===== src/rtl/wb_arbiter.sv =====
// Writeback arbiter: round-robin share of the register-file write port between
// ALU, load and mul/div, plus a destination-register busy scoreboard.
module wb_arbiter #(
  parameter int N_REQ  = 3,
  parameter int DATA_W = 32
) (
  input  logic                    clk,
  input  logic                    reset,
  input  logic [N_REQ-1:0]        req_valid,
  input  logic [5*N_REQ-1:0]      req_addr,
  input  logic [DATA_W*N_REQ-1:0] req_data,
  output logic [N_REQ-1:0]        req_ready,
  output logic                    wr_en,
  output logic [4:0]              wr_addr,
  output logic [DATA_W-1:0]       wr_data,
  input  logic                    claim_en,
  input  logic [4:0]              claim_addr,
  output logic                    claim_ok,
  output logic                    claim_err,
  input  logic                    flush,
  input  logic [4:0]              rd_addr0,
  input  logic [4:0]              rd_addr1,
  input  logic [4:0]              rd_addr2,
  output logic                    hazard0,
  output logic                    hazard1,
  output logic                    hazard2,
  output logic [31:0]             busy
);

  logic [1:0]        last;
  logic [1:0]        p0, p1, p2;
  logic [1:0]        gidx;
  logic              grant_any;
  logic [4:0]        sel_addr;
  logic [DATA_W-1:0] sel_data;
  logic              claim_acc;
  logic [31:0]       busy_nxt;

  // Search order starts one past the last granted requester (three-way ring).
  always_comb begin
    case (last)
      2'd0:    begin p0 = 2'd1; p1 = 2'd2; p2 = 2'd0; end
      2'd1:    begin p0 = 2'd2; p1 = 2'd0; p2 = 2'd1; end
      default: begin p0 = 2'd0; p1 = 2'd1; p2 = 2'd2; end
    endcase
    req_ready = '0;
    gidx      = p0;
    grant_any = 1'b1;
    if (req_valid[p0])      gidx = p0;
    else if (req_valid[p1]) gidx = p1;
    else if (req_valid[p2]) gidx = p2;
    else                    grant_any = 1'b0;
    if (grant_any) req_ready[gidx] = 1'b1;
  end

  always_comb begin
    sel_addr = req_addr[4:0];
    sel_data = req_data[DATA_W-1:0];
    case (gidx)
      2'd1: begin
        sel_addr = req_addr[9:5];
        sel_data = req_data[2*DATA_W-1:DATA_W];
      end
      2'd2: begin
        sel_addr = req_addr[14:10];
        sel_data = req_data[3*DATA_W-1:2*DATA_W];
      end
      default: ;
    endcase
  end

  assign claim_ok  = !busy[claim_addr] || (claim_addr == 5'd0);
  assign claim_acc = claim_en && claim_ok && (claim_addr != 5'd0);
  assign hazard0   = busy[rd_addr0];
  assign hazard1   = busy[rd_addr1];
  assign hazard2   = busy[rd_addr2];

  // Release happens on the commit edge; a same-edge claim of that register wins.
  always_comb begin
    busy_nxt = busy;
    if (flush)      busy_nxt = '0;
    else if (wr_en) busy_nxt[wr_addr] = 1'b0;
    if (claim_acc)  busy_nxt[claim_addr] = 1'b1;
    busy_nxt[0] = 1'b0;
  end

  always_ff @(posedge clk) begin
    if (!reset) begin
      wr_en     <= 1'b0;
      wr_addr   <= '0;
      wr_data   <= '0;
      last      <= 2'd2;
      claim_err <= 1'b0;
      busy      <= '0;
    end else begin
      wr_en     <= grant_any && (sel_addr != 5'd0);
      if (grant_any) begin
        wr_addr <= sel_addr;
        wr_data <= sel_data;
        last    <= gidx;
      end
      claim_err <= claim_en && !claim_ok;
      busy      <= busy_nxt;
    end
  end

endmodule


===== config.mk =====
export PLATFORM = sky130hd
export DESIGN_NAME = wb_arbiter
export DESIGN_NICKNAME = d
export VERILOG_FILES = /design/src/rtl/wb_arbiter.sv
export SDC_FILE = /design/constraint.sdc
export NUM_CORES = 1
export LEC_CHECK = 0
export ABC_AREA = 1
export ABC_CLOCK_PERIOD_IN_PS = 5500
export BUFFER_PORTS_ARGS = -buffer_cell sky130_fd_sc_hd__buf_2
export CORE_MARGIN = 3
export CORE_UTILIZATION = 50
export DETAILED_ROUTE_END_ITERATION = 8
export PLACE_DENSITY = 0.83
export SKIP_LAST_GASP = 1
export SLEW_MARGIN = 20
export SYNTH_ARGS = -nofsm -noshare
export SYNTH_HDL_FRONTEND = slang
export SYNTH_SLANG_ARGS = --single-unit

===== constraint.sdc =====
create_clock -name clk -period 5.5 [get_ports clk]
set_input_delay 0.55 -clock clk [delete_from_list [all_inputs] [get_ports clk]]
set_output_delay 0.55 -clock clk [all_outputs]
set_load 0.02 [all_outputs]

# [Yosys cells after proc, flatten, opt, wreduce, memory -nomap -nowiden]
# Index checks and enable logic that the tools add are counted.
[totals] regBits=73 output_inout_bits=78
[op_classes] n_mux=35 n_reduce_logical=14 order_cmp=12 eq_ne=3 bitwise=3
[op_table] cell="32-bit two-way mux" n=3
[op_table] cell="32-bit case mux with 2 select lines" n=1
[op_table] cell="32-bit AND" n=1
[op_table] cell="32-bit NOT" n=1
[op_table] cell="32-bit OR" n=1
[op_table] cell="5-bit by 6-bit < comparator with 1-bit output (second input constant)" n=5
[op_table] cell="1-bit binary-select mux with 5-bit select" n=4
[op_table] cell="1-bit two-way mux" n=13
[op_table] cell="2-bit by 3-bit < comparator with 1-bit output (second input constant)" n=4
[op_table] cell="2-bit case mux with 2 select lines" n=3
[op_table] cell="1-bit demux with 5-bit select" n=2
[op_table] cell="5-bit by 1-bit greater-or-equal comparator with 1-bit output (second input constant)" n=2
[op_table] cell="5-bit case mux with 2 select lines" n=1
[op_table] cell="5-bit nonzero test" n=2
[op_table] cell="1-bit logical AND" n=7
[op_table] cell="1-bit binary-select mux with 2-bit select" n=3
[op_table] cell="2-bit two-way mux" n=3
[op_table] cell="5-bit zero test" n=1
[op_table] cell="2-bit by 1-bit == test with 1-bit output (second input constant)" n=2
[op_table] cell="3-bit two-way mux" n=1
[op_table] cell="1-bit demux with 2-bit select" n=1
[op_table] cell="2-bit == test (second input constant)" n=1
[op_table] cell="2-bit by 1-bit greater-or-equal comparator with 1-bit output (second input constant)" n=1
[op_table] cell="1-bit zero test" n=2
[op_table] cell="2 further kinds" n=2

# [Logic depth before layout (Yosys ltp)]
[logic_depth] ltp_word=12 mapped_depth=18 mapped_depth_nobuf=16

# [Least setup slack after synthesis]
# OpenSTA, ideal clock, no wires.
[synth_path] kind="input to output" startpoint="input req_valid[0]" endpoint="output req_ready[2]" t_required_ps=4950 setup_slack_ps=2643 path_stages=13 arrival_ps=2307 path_buffers=2 cell_sequence="inv_1 o22ai_1 inv_2 nand2_1 nor2_1 o21ai_0 nand2_1 inv_1 ha_1 clkbuf_1 buf_2 inv_1 nor2_1"
[synth_between] elab_chain_cells=10 word_cells_on_any_way=18 classes_between="order compare: 2; mux: 15; reduce/logical: 1"
[synth_lines] item="start: declaration" line_no="9" source="input logic [N_REQ-1:0] req_valid,"
[synth_lines] item="1-bit binary-select mux with 2-bit select" line_no="51" source="else if (req_valid[p2]) gidx = p2;"
[synth_lines] item="1-bit two-way mux (not written as such)" line_no="51"
[synth_lines] item="2-bit two-way mux" line_no="51"
[synth_lines] item="2-bit two-way mux" line_no="50" source="else if (req_valid[p1]) gidx = p1;"
[synth_lines] item="2-bit two-way mux (*)" line_no="49" source="if (req_valid[p0]) gidx = p0;"
[synth_lines] item="via gidx[1]" line_no="32" source="logic [1:0] gidx;"
[synth_lines] item="2-bit by 3-bit < comparator with 1-bit output (not written as such) or 2-bit by 1-bit greater-or-equal comparator with 1-bit output (tied branches)" line_no="53" source="if (grant_any) req_ready[gidx] = 1'b1;"
[synth_lines] item="1-bit logical AND (not written as such)" line_no="53"
[synth_lines] item="1-bit two-way mux (not written as such)" line_no="53"
[synth_lines] item="1-bit demux with 2-bit select (*)" line_no="53"
[synth_lines] item="3-bit two-way mux (*)" line_no="53"
[synth_lines] item="end: declaration" line_no="12" source="output logic [N_REQ-1:0] req_ready,"
# Mark *: on every way through the listed nets, which the timed path passes. The rest lies on a longest branch. The select of a mux whose other input is x is not followed.

# [Final worst setup path]
[layout_path] startpoint="register last[1]" endpoint="output req_ready[2]"
[layout_between] elab_chain_cells=12 word_cells_on_any_way=23 classes_between="order compare: 2; eq/ne: 1; mux: 18; reduce/logical: 2"
[layout_lines] item="start: declaration" line_no="30" source="logic [1:0] last;"
[layout_lines] item="start signal: assignment" line_no="100" source="last <= gidx;"
[layout_lines] item="2-bit by 1-bit == test with 1-bit output or 2-bit zero test (tied branches)" line_no="41" source="case (last)"
[layout_lines] item="2-bit case mux with 2 select lines" line_no="41"
[layout_lines] item="1-bit binary-select mux with 2-bit select" line_no="51"
[layout_lines] item="1-bit two-way mux (not written as such)" line_no="51"
[layout_lines] item="2-bit two-way mux" line_no="51"
[layout_lines] item="2-bit two-way mux" line_no="50"
[layout_lines] item="2-bit two-way mux (*)" line_no="49"
[layout_lines] item="via gidx[1]" line_no="32"
[layout_lines] item="2-bit by 3-bit < comparator with 1-bit output (not written as such) or 2-bit by 1-bit greater-or-equal comparator with 1-bit output (tied branches)" line_no="53"
[layout_lines] item="1-bit logical AND (not written as such)" line_no="53"
[layout_lines] item="1-bit two-way mux (not written as such)" line_no="53"
[layout_lines] item="1-bit demux with 2-bit select (*)" line_no="53"
[layout_lines] item="3-bit two-way mux (*)" line_no="53"
# Marks and branches as above.

==> flow_summary.json <==
{
  "status": "complete, no violations",
  "pwr-share-clk_pct": 13.4,
  "drt_iter0_drc": 718,
  "cts_setup_buffers": 0,
  "vdd_ir_drop_max_v": 0.0003174,
  "cts_resized": 0,
  "fill_cells": 1028,
  "rsz0062_at_grt": "no",
  "fin_util_pct": 64.25,
  "p_int_mw": 1.445,
  "pwr-share-seq_pct": 24.0,
  "yosys-top-cells-area": "dfxtp_1, nand2_1, nor2_1",
  "critPathLaunchType": "flop",
  "via_per_inst": 5.668,
  "fin_crit_ns": 3.452,
  "hold_viol": 0,
  "vias": 6801,
  "die_area_um2": 11820,
  "die_height_um": 108.7,
  "drive_gt1_share_pct": 22.68,
  "path_class": "flop to output port",
  "rows": 36,
  "grt_pass1_wl_mm": 29.99,
  "fmax_ghz": 0.2897,
  "wl_per_cell_um": 16.00,
  "drv_cap": 0,
  "cts_root_buffer": "clkbuf_8",
  "syn_nets": 1028,
  "core_area_um2": 10000,
  "synth_cells": 887,
  "worstPathRequired_ns": 4.95,
  "synthDistinctLibCells": 28,
  "hpwl_mm": 13.75,
  "diodes": 0,
  "worstPathArrival_ns": 2.90,
  "p_switching_mw": 1.509,
  "fin_tns_setup_ns": 0,
  "placed_area_um2": 6243,
  "cts.path.max_buffers": 2,
  "postSynthAreaPerCell_um2": 5.946,
  "firstDrtPassIters": 6,
  "cts_buffers": 9,
  "crit_fanout": 26,
  "grt_start_max_net_pins": 44,
  "grt_pass1_vias": 6052,
  "synth_top_area_share_pct": 27.33,
  "clock_latency_ns": 0.36,
  "yosysTopAreaCell": "dfxtp_1",
  "p_leak_nw": 3.185,
  "start_util_pct": 52.74,
  "drtAntennaViolNets": 0,
  "synthToLayoutAreaGrowth_pct": 21.83,
  "port_buffers": 214,
  "p_sw_share_pct": 51.08,
  "cts_tree": "done",
  "io_pins": 216,
  "final-seq-area_um2": 1441,
  "drc": 0,
  "drv_slew": 0,
  "grt_use_total_pct": 31.92,
  "max_slew.worst_pin.slew_ns": 1.129,
  "clk_pin_slew_ns": 0.08,
  "cellPowerDensity_nw_per_um2": 459.7,
  "place.gp.congestion": 0.9902,
  "multi_input_area_um2": 3318,
  "endpoint_kind": "output port",
  "slew_headroom_pct": 24.18,
  "postCtsHoldBufs": 0,
  "clock_skew_ns": 0.01109,
  "ys_seq_area_share_pct": 27.33,
  "hold_path_class": "input port to flop",
  "synth_seq_cells": 72,
  "power_frac_comb_pct": 62.6,
  "clock-sinks": 72,
  "final_nets": 1203,
  "die_x_um": 108.7,
  "cts_max_level": 3,
  "routed_wl_mm": 19.20,
  "synth_area_um2": 5274,
  "overflow": 0,
  "fin_area_um2": 6425,
  "dpl.cell_count": 1184,
  "fin_crit_sh_pct": 62.77,
  "final_cell_count_no_fill": 1200,
  "yosys_warnings": 0,
  "antenna_found_initial": 0,
  "setup_violations": 0
}
## worst max-delay path, cell delays in order (launching register included)
cell     delay [ns]
dfxtp_1        0.34
inv_2          0.10
nand2_1        0.09
o22ai_1        0.26
inv_2          0.04
nand2_1        0.08
nor2_1         0.06
o21ai_0        0.20
nand2_1        0.14
inv_1          0.08
ha_1           0.72
inv_1          0.10
nor2_1         0.13
buf_2          0.19
## cell usage after synthesis
| cell type | count |
|---|---|
| nand2_2 | 2 |
| inv_1 | 53 |
| dfxtp_1 | 72 |
| and2_1 | 1 |
| clkbuf_1 | 24 |
| nand3_1 | 53 |
| buf_6 | 5 |
| a22o_1 | 32 |
| nand4_1 | 32 |
| buf_4 | 12 |
| a21oi_1 | 43 |
| o22ai_1 | 1 |
| conb_1 | 1 |
| nand2_1 | 248 |
| o221ai_1 | 18 |
| o21ai_0 | 71 |
| o2bb2ai_1 | 4 |
| o21ai_1 | 15 |
| buf_1 | 5 |
| nor2_4 | 2 |
| nor2_1 | 151 |
| o211ai_1 | 6 |
| inv_4 | 1 |
| nor3_1 | 19 |
| buf_2 | 7 |
| nand3b_1 | 1 |
| ha_1 | 3 |
| inv_2 | 5 |
## power by group through the flow
| stage | clock, mW | sequential [mW] | combinational [mW] |
|---|---|---|---|
| after global routing | 0.418 | 0.722 | 2.09 |
| after CTS | 0.396 | 0.706 | 1.84 |
| after global placement | 0 | 0.717 | 1.80 |
| after detailed placement | 0 | 0.715 | 1.84 |
| after floorplan | 0 | 0.835 | 1.29 |
| final | 0.396 | 0.709 | 1.85 |
## metal layers
layer / GRT usage (%) / vias up / part of all wire (%)
met2: 50.75 / 356 / 45
li1: - / 3323 / -
met5: 0 / - / 0
met4: 11.63 / 0 / 3.4
met1: 42.83 / 3061 / 40
met3: 6.572 / 61 / 11
## path summary, 6_finish.rpt
path                                 start                       end  slack, ns  cells past startpoint
setup / recovery      last[1]$_SDFFE_PN1P_              req_ready[2]       2.05                     13
hold / removal                    claim_en      claim_err$_SDFF_PN0_       0.48                      3
setup reg to reg      last[1]$_SDFFE_PN1P_          wr_en$_SDFF_PN0_       2.33                     16
hold reg to reg   wr_data[17]$_SDFFE_PN0P_  wr_data[17]$_SDFFE_PN0P_       0.50                      2
## state kept, by name (all words and copies together), names as in the netlist
name / count
wr_data: 32
busy: 31
wr_addr: 5
last: 2
claim_err: 1
wr_en: 1
## final cells by class
cell class	count	share of cell area, %
inverters	59	3.486
flip-flops and latches	72	22.43
repair buffers	217	17.02
multi-input cells	703	51.65
well taps	133	2.590
clock buffers	11	2.201
clock inverters	5	0.6232
## metrics by stage
stage | power [mW] | hold slack [ns] | worst slack [ns]
4_1_cts | 2.944 | 0.4803 | 2.063
3_5_place_dp | 2.551 | 0.4791 | 2.150
6_report | 2.954 | 0.4802 | 2.048
3_3_place_gp | 2.518 | 0.4739 | 2.267
2_1_floorplan | 2.127 | 0.5585 | 2.643
5_1_grt | 3.230 | 0.5161 | 1.692
## kinds of logic after synthesis
| logic type | share of synthesized area [%] |
|---|---|
| simple gates | 39.95 |
| buf+inv | 9.751 |
| compound gates | 22.18 |
| other cells | 0.07111 |
| fa+ha+maj | 0.7118 |
| flops | 27.33 |
## cells in the final DEF, fill, tap and decap left out, drive strengths merged
master and n:
a22o 32, nand2 250, conb 1, o22ai 1, nand3 53, dfxtp 72, a21oi 43, o221ai 18
nand4 32, ha 3, nor3 19, o211ai 6, inv 61, nand3b 1, and2 1, o21ai 86
nor2 153, o2bb2ai 4, buf 217, clkbuf 11, clkinvlp 3
No activity file was read; power rests on OpenSTA's default activity.
